## src/rtl/spi2adc.sv

```systemverilog
// spi2adc: MCP3002 SPI master (mode 0,0, MSB first), one 10-bit conversion per accepted start.
// Latency 34*DIV+1 cycles start->data_valid; start is ignored (not queued) while busy.
module spi2adc #(
  parameter int unsigned DIV = 25
) (
  input  logic       sysclk,
  input  logic       reset,
  input  logic       start,
  input  logic       channel,
  input  logic       adc_sdo,
  output logic       adc_cs,
  output logic       adc_sdi,
  output logic       adc_sck,
  output logic [9:0] data_out,
  output logic       data_valid,
  output logic       busy
);

  localparam int unsigned CW = (DIV > 1) ? $clog2(DIV) : 1;
  localparam logic [CW-1:0] DIV_LAST = CW'(DIV - 1);

  typedef enum logic [2:0] {
    IDLE,
    CS_SETUP,
    SHIFT,
    CS_HOLD,
    DONE
  } state_t;

  state_t state, state_nxt;

  logic [CW-1:0] div_cnt;
  logic [4:0]    half_cnt;
  logic [4:0]    half_nxt;
  logic          phase_end;
  logic          ch_lat;
  logic [9:0]    sreg;
  logic          sample;
  logic          cs_nxt;
  logic          sck_nxt;
  logic          sdi_nxt;
  logic          busy_nxt;

  assign phase_end = (div_cnt == DIV_LAST);

  // half_cnt counts SCK half-periods in SHIFT: even = low phase, odd = high phase.
  assign sample = (state == SHIFT) && phase_end && !half_cnt[0] &&
                  (half_cnt[4:1] >= 4'd5) && (half_cnt[4:1] <= 4'd14);

  always_ff @(posedge sysclk) begin
    if (reset) begin
      state <= IDLE;
    end else begin
      state <= state_nxt;
    end
  end

  always_comb begin
    state_nxt = state;
    case (state)
      IDLE:     if (start) state_nxt = CS_SETUP;
      CS_SETUP: if (phase_end) state_nxt = SHIFT;
      SHIFT:    if (phase_end && (half_cnt == 5'd31)) state_nxt = CS_HOLD;
      CS_HOLD:  if (phase_end) state_nxt = DONE;
      DONE:     state_nxt = IDLE;
      default:  state_nxt = IDLE;
    endcase
  end

  always_comb begin
    half_nxt = half_cnt;
    if (state != SHIFT) begin
      half_nxt = 5'd0;
    end else if (phase_end) begin
      half_nxt = half_cnt + 5'd1;
    end

    cs_nxt   = !(state_nxt inside {CS_SETUP, SHIFT, CS_HOLD});
    sck_nxt  = (state_nxt == SHIFT) && half_nxt[0];
    busy_nxt = (state_nxt != IDLE);

    // Command bit for the SCK period being entered; only changes while SCK is low.
    sdi_nxt = 1'b0;
    if (state_nxt == CS_SETUP) begin
      sdi_nxt = 1'b1;
    end else if (state_nxt == SHIFT) begin
      case (half_nxt[4:1])
        4'd0, 4'd1, 4'd3: sdi_nxt = 1'b1;
        4'd2:             sdi_nxt = ch_lat;
        default:          sdi_nxt = 1'b0;
      endcase
    end
  end

  always_ff @(posedge sysclk) begin
    if (reset) begin
      div_cnt    <= '0;
      half_cnt   <= '0;
      ch_lat     <= 1'b0;
      sreg       <= '0;
      adc_cs     <= 1'b1;
      adc_sck    <= 1'b0;
      adc_sdi    <= 1'b0;
      data_out   <= '0;
      data_valid <= 1'b0;
      busy       <= 1'b0;
    end else begin
      if ((state inside {CS_SETUP, SHIFT, CS_HOLD}) && !phase_end) begin
        div_cnt <= div_cnt + 1'b1;
      end else begin
        div_cnt <= '0;
      end
      half_cnt <= half_nxt;

      if ((state == IDLE) && start) begin
        ch_lat <= channel;
      end
      if (sample) begin
        sreg <= {sreg[8:0], adc_sdo};
      end

      adc_cs     <= cs_nxt;
      adc_sck    <= sck_nxt;
      adc_sdi    <= sdi_nxt;
      busy       <= busy_nxt;
      data_valid <= (state == DONE);
      if (state == DONE) begin
        data_out <= sreg;
      end
    end
  end

endmodule

```

## config.mk

```make
export PLATFORM = sky130hd
export DESIGN_NAME = spi2adc
export DESIGN_NICKNAME = d
export VERILOG_FILES = /design/src/rtl/spi2adc.sv
export SDC_FILE = /design/constraint.sdc
export NUM_CORES = 1
export LEC_CHECK = 0
export ABC_CLOCK_PERIOD_IN_PS = 2200
export BUFFER_PORTS_ARGS = -buffer_cell sky130_fd_sc_hd__buf_2
export CAP_MARGIN = 20
export CORE_MARGIN = 5
export CORE_UTILIZATION = 38
export CTS_BUF_LIST = sky130_fd_sc_hd__clkbuf_4 sky130_fd_sc_hd__clkbuf_8
export CTS_CLUSTER_DIAMETER = 80
export DETAILED_ROUTE_END_ITERATION = 7
export GPL_TIMING_DRIVEN = 0
export PLACE_DENSITY = 0.53
export SYNTH_ARGS = -nofsm -noshare
export SYNTH_HDL_FRONTEND = slang
export SYNTH_SLANG_ARGS = --single-unit
```

## constraint.sdc

```tcl
create_clock -name sysclk -period 2.2 [get_ports sysclk]
set_input_delay 0.55 -clock sysclk [delete_from_list [all_inputs] [get_ports sysclk]]
set_output_delay 0.55 -clock sysclk [all_outputs]
set_load 0.03 [all_outputs]
```

==> flow_summary.toml, run 1 <==
[detailed_routing]
vias = 1263
vias_per_cell = 5.03
ant_nets = 0
drtPass1Iterations = 4
routed_wl_mm = 3.23
remaining_drc_errors = 0
post_drt_wl_per_cell_um = 12.9
first_iter_violations = 57

[sta]
hold_viol = 0
relSlewSlack = 0.650
setup_slack_ns = 0.118
worst_slew_pin_slew_ns = 0.525
setup_viol = 0
slew_violations = 0
layout_min_cycle_time_ns = 2.08
fmax_mhz = 480
fin_crit_sh = 0.946
finalClockSkew_ns = 0.00800

[placement]
place_ws_ns = 0.0447
placed_cell_area_um2 = 1780
place_congestion = 0.804
dp_hpwl_mm = 2.27
io_buffer_count = 18

[floorplanning]
num_rows = 23
ios = 20
fp.coreArea_um2 = 4090
dieArea_um2 = 5690
fp.dieW_um = 75.4
die_h_um = 75.4
start_util = 0.398

[clocking]
cts_buffers = 5
clk_latency_ns = 0.29
path_clk_slew_ns = 0.08
cts_max_level = 2
clockBufferDepth = 2
cts_tree = "built"
cts_root_buffer = "clkbuf_8"
cts_setup_buffers = 0
clock-sinks = 39

[finish]
num-nets-final = 209
drive_above_1_share = 0.199
fillers = 416
syn_to_final_growth_pct = 17.4
fin_area_um2 = 1910
diodes = 0

[synthesis]
synth.area.mux_share = 0.0677
synthFlopType = "dfxtp_1"
synth-seq-area-share = 0.480
yosysTopAreaCell = "dfxtp_1"
ys_top_cells_by_area = "dfxtp_1 (48%), mux2i_1 (6.8%), nand2_1 (6.0%), nor2_1 (5.3%), a21oi_1 (4.6%)"
synthDistinctLibCells = 43
synthSimpleGateAreaFrac = 0.226
synth_edf_count = 0
synth.yosys.warnings = 0
synth_compound_area_frac = 0.117
synth_top_family_by_area = "simple AND/OR/NAND/NOR gates"
yosys.area_share.xor_xnor = 0.0269
yosys.area_share.adder = 0.0308
synth_area_um2 = 1630
synth_seq_cells = 39
async_flop_share = 0
avgSynthCellArea_um2 = 9.29
syn_inst = 175
syn_nets = 184
synth_top_cell_area_share = 0.480

[grt]
grt_antenna_before_repair = 0
grt_pass1_wl_mm = 5.55
grt_pass1_vias = 1240
grt_util_all_layers = 0.128
gr-total-overflow = 0
grt_start_max_net_pins = 14

[setup_path]
critPathKind = "register to register"
cp.arrival_ns = 2.28
crit_path_start_kind = "register"
endpoint_kind = "register"
cp_data_required_time_ns = 2.40
cp_max_fo = 6

[power]
peakVddDrop_mv = 0.469
cellPowerDensity_nw_per_um2 = 717
p_total_mw = 1.37
leakage_nw = 0.798

[outcome]
status = "finished clean"

[worst_hold_path]
holdCritPathClass = "register to register"

[job]
drv_cap = 0
-- final cells by class --
cell class | count | area (um^2) | share of cell area
Multi-Input combinational cell | 122 | 777 | 0.407
Inverter | 5 | 18.8 | 0.00984
Clock inverter | 3 | 43.8 | 0.0230
Clock buffer | 5 | 68.8 | 0.0361
Sequential cell | 39 | 783 | 0.410
Tap cell | 50 | 62.6 | 0.0328
Buffer | 9 | 63.8 | 0.0334
Timing Repair Buffer | 18 | 90.1 | 0.0472
-- metrics by stage --
| stage | TNS [ns] | std cells | hold slack, ns | utilization |
|---|---|---|---|---|
| floorplan | 0 | 175 | 0.430 | - |
| global placement | 0 | 243 | 0.441 | 0.435 |
| detailed placement | 0 | 243 | 0.445 | 0.435 |
| CTS | 0 | 251 | 0.456 | 0.463 |
| global route | -0.00000289 | 251 | 0.476 | 0.467 |
| finish | 0 | 251 | 0.452 | 0.467 |
-- critical path, stage by stage, from the launching register on --
cell	delay [ns]
dfxtp_2	0.38
ha_2	0.21
and3_1	0.21
ha_4	0.21
or4b_1	0.51
a41o_1	0.26
o32ai_2	0.20
-- path summary, 6_finish.rpt --
kind               startpoint          end  slack [ns]  depth (start not counted)
hold reg to reg   data_out[8]  data_out[8]        0.45                          2
hold / removal    data_out[8]  data_out[8]        0.45                          2
setup reg to reg  half_cnt[1]      adc_sdi        0.12                          6
setup / recovery  half_cnt[1]      adc_sdi        0.12                          6
-- cells in the final DEF (no fill, tap or decap), types with 4 or more instances in the layout --
cell      Yosys  final
nor2_1       23     23
clkbuf_1      4      4
inv_1         5      5
dfxtp_1      39     37
clkbuf_8      1      6
a21oi_1      15     15
mux2i_1      11     11
nand2_1      26     26
buf_2         1     19
nor3b_1       4      4
nand3_1       4      4
-- Yosys cell counts (2+ instances only) --
cell      number
clkbuf_1       4
xnor2_1        2
inv_1          5
buf_6          2
nor2_1        23
nand2_1       26
nor3b_1        4
ha_1           4
mux2i_1       11
dfxtp_1       39
or3_1          3
nand3_1        4
xor2_1         3
nor3_1         2
a21oi_1       15
-- per-layer routing --
layer	GRT usage	up-vias	wire, um
met5	0	-	0
met2	0.199	14	1560
li1	-	644	-
met4	0.0350	0	20
met3	0.0435	2	106
met1	0.168	603	1540
-- cells by family after synthesis --
kind of cell,count (synthesis)
compound gates,28
xor+xnor,5
fa+ha+maj,4
buf+inv,14
flops,39
mux,11
simple gates,74
-- state kept, by name (all words and copies together) (netlist names) --
| signal | flops |
|---|---|
| state | 3 |
| half_cnt | 5 |
| adc_cs | 1 |
| div_cnt | 5 |
| busy | 1 |
| data_out | 10 |
| adc_sck | 1 |
| sreg | 10 |
| adc_sdi | 1 |
| ch_lat | 1 |
| data_valid | 1 |
-- report_power, final --
group,leakage (nW),internal (mW),switching [mW]
Combinational,0.424,0.0197,0.0337
Clock,0.0581,0.338,0.260
Sequential,0.317,0.713,0.00326
-- timing repair --
action / in CTS / in global routing
gates resized for setup: 0 / 4
endpoints found under the setup margin: 0 / 1
hold buffers: 0 / 0
Power figures use the tool's default switching activity.
==> inputs of run 2 (changes only) <==
--- a/config.mk
+++ b/config.mk
@@ -14,7 +14,7 @@
 export CTS_CLUSTER_DIAMETER = 80
 export DETAILED_ROUTE_END_ITERATION = 7
 export GPL_TIMING_DRIVEN = 0
-export PLACE_DENSITY = 0.53
+export PLACE_DENSITY = 0.68
 export SYNTH_ARGS = -nofsm -noshare
 export SYNTH_HDL_FRONTEND = slang
 export SYNTH_SLANG_ARGS = --single-unit
==> flow_summary.toml, run 2 (synthesized netlist as in run 1, its figures left out) <==
[floorplanning]
start_util = 0.398
ios = 20
fp.coreArea_um2 = 4090
die_h_um = 75.4
fp.dieW_um = 75.4
num_rows = 23
dieArea_um2 = 5690

[finish]
diodes = 0
layout_commonest_cell = "dfxtp_1"
seqCellArea_um2 = 788
syn_to_final_growth_pct = 18.0
fin_area_um2 = 1920
top_regs = "data_out (10), sreg (10)"
final_core_util = 0.469
multi_input_area_um2 = 782
fin_cells = 251
num-nets-final = 209
fillers = 412
final_cell_mix = "dfxtp_1 (37), nand2_1 (26), nor2_1 (23), buf_2 (19), a21oi_1 (15)"
drive_above_1_share = 0.204

[sta]
layout_min_cycle_time_ns = 2.10
hold_viol = 0
tns_ns = 0
slew_violations = 0
setup_viol = 0
finalClockSkew_ns = 0.00787
setup_slack_ns = 0.0954
fmax_mhz = 475
worst_slew_pin_slew_ns = 0.458
relSlewSlack = 0.695
rsz0062_at_grt = "false"
fin_crit_sh = 0.957

[detailed_routing]
ant_nets = 0
post_drt_wl_per_cell_um = 11.7
drtPass1Iterations = 4
routed_wl_mm = 2.93
vias = 1229
vias_per_cell = 4.90
remaining_drc_errors = 0
first_iter_violations = 61

[placement]
placed_cell_area_um2 = 1780
numPlacedInstances = 243
dp_hpwl_mm = 2.07
place_congestion = 0.767
place_ws_ns = 0.0181
io_buffer_count = 18

[power]
swShare = 0.219
switching_power_mw = 0.300
peakVddDrop_mv = 0.358
power.sequential.fraction = 0.522
cellPowerDensity_nw_per_um2 = 713
leakage_nw = 0.796
p_int_mw = 1.07
clkPwrFrac = 0.440
comb_power_share = 0.038

[clocking]
clk_latency_ns = 0.30
cts_buffers = 5
path_clk_slew_ns = 0.08
cts_root_buffer = "clkbuf_8"
cts_setup_buffers = 0
cts_max_level = 2
cts_tree = "built"
clockBufferDepth = 2
clock-sinks = 39
hold_buffers = 0

[setup_path]
cp-startpoint = "half_cnt[0]"
max_stage_delay_ns = 0.51
cp_max_fo = 4
critPathBufInv = 0
endpoint_kind = "register"
cp.arrival_ns = 2.31
slowest_stage = "or4b_1"
cp_data_required_time_ns = 2.40
critPathKind = "register to register"
crit_family = "simple AND/OR/NAND/NOR gates"
path_cells = "ha_2 -> and3_4 -> ha_4 -> or4b_1 -> a41o_1 -> o32ai_2"
crit_path_start_kind = "register"
timing.rr.start = "half_cnt[0]"

[grt]
gr-total-overflow = 0
grt_pass1_wl_mm = 5.14
grt_util_all_layers = 0.120
top_usage_layer = "met2"
grt.met3_usage = 0.0409
grt_pass1_vias = 1149
use_met2 = 0.182
grt_start_max_net_pins = 14
use_met1 = 0.154
grt_antenna_before_repair = 0

[outcome]
status = "finished clean"

[job]
drv_cap = 0

[worst_hold_path]
hp-start = "data_out[7]"
holdCritPathClass = "register to register"
-- run 2: cell types whose count changed in the layout (fill, tap and decap cells not counted) --
cell,delta
and3_1,-1
and3_4,+1
dfxtp_2,-2
dfxtp_4,+2
-- run 2: worst min-delay path: stages (launching register included) --
cell	delay (ns)
dfxtp_1	0.31
nand2_1	0.05
a21oi_1	0.05
-- run 2: final cells by class --
| type | instances | area share |
|---|---|---|
| Clock buffer | 5 | 0.0359 |
| Buffer | 9 | 0.0333 |
| Timing Repair Buffer | 18 | 0.0470 |
| Multi-Input combinational cell | 122 | 0.408 |
| Inverter | 5 | 0.00978 |
| Sequential cell | 39 | 0.411 |
| Tap cell | 50 | 0.0326 |
| Clock inverter | 3 | 0.0228 |
-- run 2: final timing paths --
kind	endpoint	slack [ns]	depth (start not counted)
setup / recovery	adc_sdi	0.1	6
hold / removal	data_out[7]	0.45	2
setup reg to reg	adc_sdi	0.1	6
hold reg to reg	data_out[7]	0.45	2
-- run 2: power by group through the flow --
stage / clock network (mW) / registers (mW) / logic [mW]
after floorplan: 0 / 0.741 / 0.0307
after global placement: 0 / 0.733 / 0.0529
after detailed placement: 0 / 0.733 / 0.0527
after CTS: 0.621 / 0.716 / 0.0531
after global routing: 0.656 / 0.715 / 0.0576
final: 0.602 / 0.714 / 0.0524
-- run 2: metrics by stage --
stage          hold slack (ns)  power (mW)
2_1_floorplan            0.430       0.771
4_1_cts                  0.457        1.39
5_1_grt                  0.470        1.43
3_5_place_dp             0.446       0.785
3_3_place_gp             0.442       0.786
6_report                 0.454        1.37
-- run 2: timing repair --
action / in CTS / in global routing
endpoints found under the setup margin: 1 / 1
pin swaps: 0 / 1
resized for setup: 1 / 6
-- run 2: layer usage --
metal	wire length, um	vias to the layer above	share of wire
met5	0	-	0
met4	72	0	0.025
met3	158	6	0.054
met2	1230	24	0.42
met1	1470	551	0.50
li1	-	648	-
==> inputs of run 3 (changes only) <==
--- a/config.mk
+++ b/config.mk
@@ -14,6 +14,7 @@
 export CTS_CLUSTER_DIAMETER = 80
 export DETAILED_ROUTE_END_ITERATION = 7
 export GPL_TIMING_DRIVEN = 0
+export MAX_ROUTING_LAYER = met4
 export PLACE_DENSITY = 0.68
 export SYNTH_ARGS = -nofsm -noshare
 export SYNTH_HDL_FRONTEND = slang
==> flow_summary.toml, run 3 (synthesized netlist as in run 1, its figures left out) <==
[clocking]
cts_setup_buffers = 0
path_clk_slew_ns = 0.08
clockBufferDepth = 2
hold_buffers = 0
cts_buffers = 5
clock-sinks = 39
cts_max_level = 2
cts_root_buffer = "clkbuf_8"
clk_latency_ns = 0.30
cts_tree = "built"

[detailed_routing]
post_drt_wl_per_cell_um = 11.6
highest_layer = "met4"
ant_nets = 0
drtPass1Iterations = 4
vias = 1217
wl_met1_mm = 1.50
wl_met3_um = 117
dr_wl_met2_mm = 1.22
routed_wl_mm = 2.92
remaining_drc_errors = 0
first_iter_violations = 65
vias_per_cell = 4.85

[sta]
timing.hold.ws_ns = 0.454
fmax_mhz = 474
hold_viol = 0
tns_ns = 0
setup_viol = 0
finalClockSkew_ns = 0.00816
worst_slew_pin_slew_ns = 0.455
layout_min_cycle_time_ns = 2.11
fin_crit_sh = 0.958
relSlewSlack = 0.696
slew_violations = 0
rsz0062_at_grt = "false"

[setup_path]
cp_max_fo = 6
endpoint = "adc_sdi"
max_stage_delay_ns = 0.51
endpoint_kind = "register"
timing.rr.start = "half_cnt[1]"
cp_data_required_time_ns = 2.40
reg2reg_depth = 6
rr_endpoint = "adc_sdi"
crit_path_start_kind = "register"
slowest_stage = "or4b_1"
cp-startpoint = "half_cnt[1]"
path_cells = "ha_2 -> and3_4 -> ha_4 -> or4b_1 -> a41o_1 -> o32ai_2"
cp.arrival_ns = 2.31
r2r_setup_slack_ns = 0.09
critPathKind = "register to register"

[floorplanning]
start_util = 0.398
ios = 20
fp.dieW_um = 75.4
fp.coreArea_um2 = 4090
dieArea_um2 = 5690
num_rows = 23
die_h_um = 75.4

[power]
cellPowerDensity_nw_per_um2 = 714
leakage_nw = 0.796
peakVddDrop_mv = 0.358

[grt]
gr-total-overflow = 0
grt_pass1_wl_mm = 5.13
grt_start_max_net_pins = 14
grt_antenna_before_repair = 0
grt_pass1_vias = 1148
grt_util_all_layers = 0.123

[finish]
final_cell_mix = "dfxtp_1 (37), nand2_1 (26), nor2_1 (23), buf_2 (19), a21oi_1 (15)"
num-nets-final = 209
top_regs = "data_out (10), sreg (10)"
layout_commonest_cell = "dfxtp_1"
syn_to_final_growth_pct = 18.0
fin_cells = 251
drive_above_1_share = 0.204
fillers = 412
diodes = 0

[placement]
numPlacedInstances = 243
place_congestion = 0.777
io_buffer_count = 18
dp_hpwl_mm = 2.07

[worst_hold_path]
holdCritPathClass = "register to register"

[outcome]
status = "finished clean"

[job]
drv_cap = 0
## run 3: cell counts in the layout (fill, tap and decap cells not counted)
Identical to the previous run, type by type.
## run 3: power breakdown
group	internal (mW)	switching [mW]	leakage, nW	total (mW)
combinational	0.0198	0.0327	0.421	0.0525
sequential	0.711	0.00324	0.317	0.714
clock	0.338	0.265	0.0581	0.603
total	1.07	0.301	0.796	1.37
## run 3: worst min path at each step
stage          cells past startpoint  slack [ns]           to         from
3_5_place_dp                       2        0.45  data_out[1]  data_out[1]
4_1_cts                            2        0.46  data_out[1]  data_out[1]
2_1_floorplan                      1        0.43   div_cnt[0]   div_cnt[0]
3_3_place_gp                       2        0.44  data_out[7]  data_out[7]
5_1_grt                            2        0.47  data_out[1]  data_out[1]
6_report                           2        0.45  data_out[7]  data_out[7]
## run 3: final cells by class
class / count / area, um^2 / area share
Clock inverter: 3 / 43.8 / 0.0228
Timing Repair Buffer: 18 / 90.1 / 0.0470
Inverter: 5 / 18.8 / 0.00978
Clock buffer: 5 / 68.8 / 0.0359
Multi-Input combinational cell: 122 / 782 / 0.408
Buffer: 9 / 63.8 / 0.0333
Tap cell: 50 / 62.6 / 0.0326
Sequential cell: 39 / 788 / 0.411
## run 3: layer usage
layer	up-vias	GRT usage
met1	542	0.155
met5	-	-
met2	22	0.182
li1	645	-
met3	8	0.0277
met4	0	0.0699
## run 3: metrics by stage
step | area (um^2) | setup slack [ns] | power [mW] | util
2_1_floorplan | 1630 | 0.180 | 0.771 | -
3_5_place_dp | 1780 | 0.0181 | 0.785 | 0.435
4_1_cts | 1890 | 0.0167 | 1.39 | 0.463
6_report | 1920 | 0.0917 | 1.37 | 0.469
5_1_grt | 1920 | 0.00319 | 1.43 | 0.469
3_3_place_gp | 1780 | 0.0259 | 0.786 | 0.435
## run 3: what timing repair did
item | CTS | global route
endpoints found under the hold margin | 0 | 0
gates resized for setup | 1 | 6
endpoints found under the setup margin | 1 | 1
pin swaps | 0 | 1
## run 3: worst max-delay path: cells and delay by family, from the launching register on
kind                       cells  cell delay, ns
adders and majority gates      2            0.39
AOI/OAI and AO/OA              2            0.54
and+or+nand+nor                2            0.71
DFF                            1            0.38
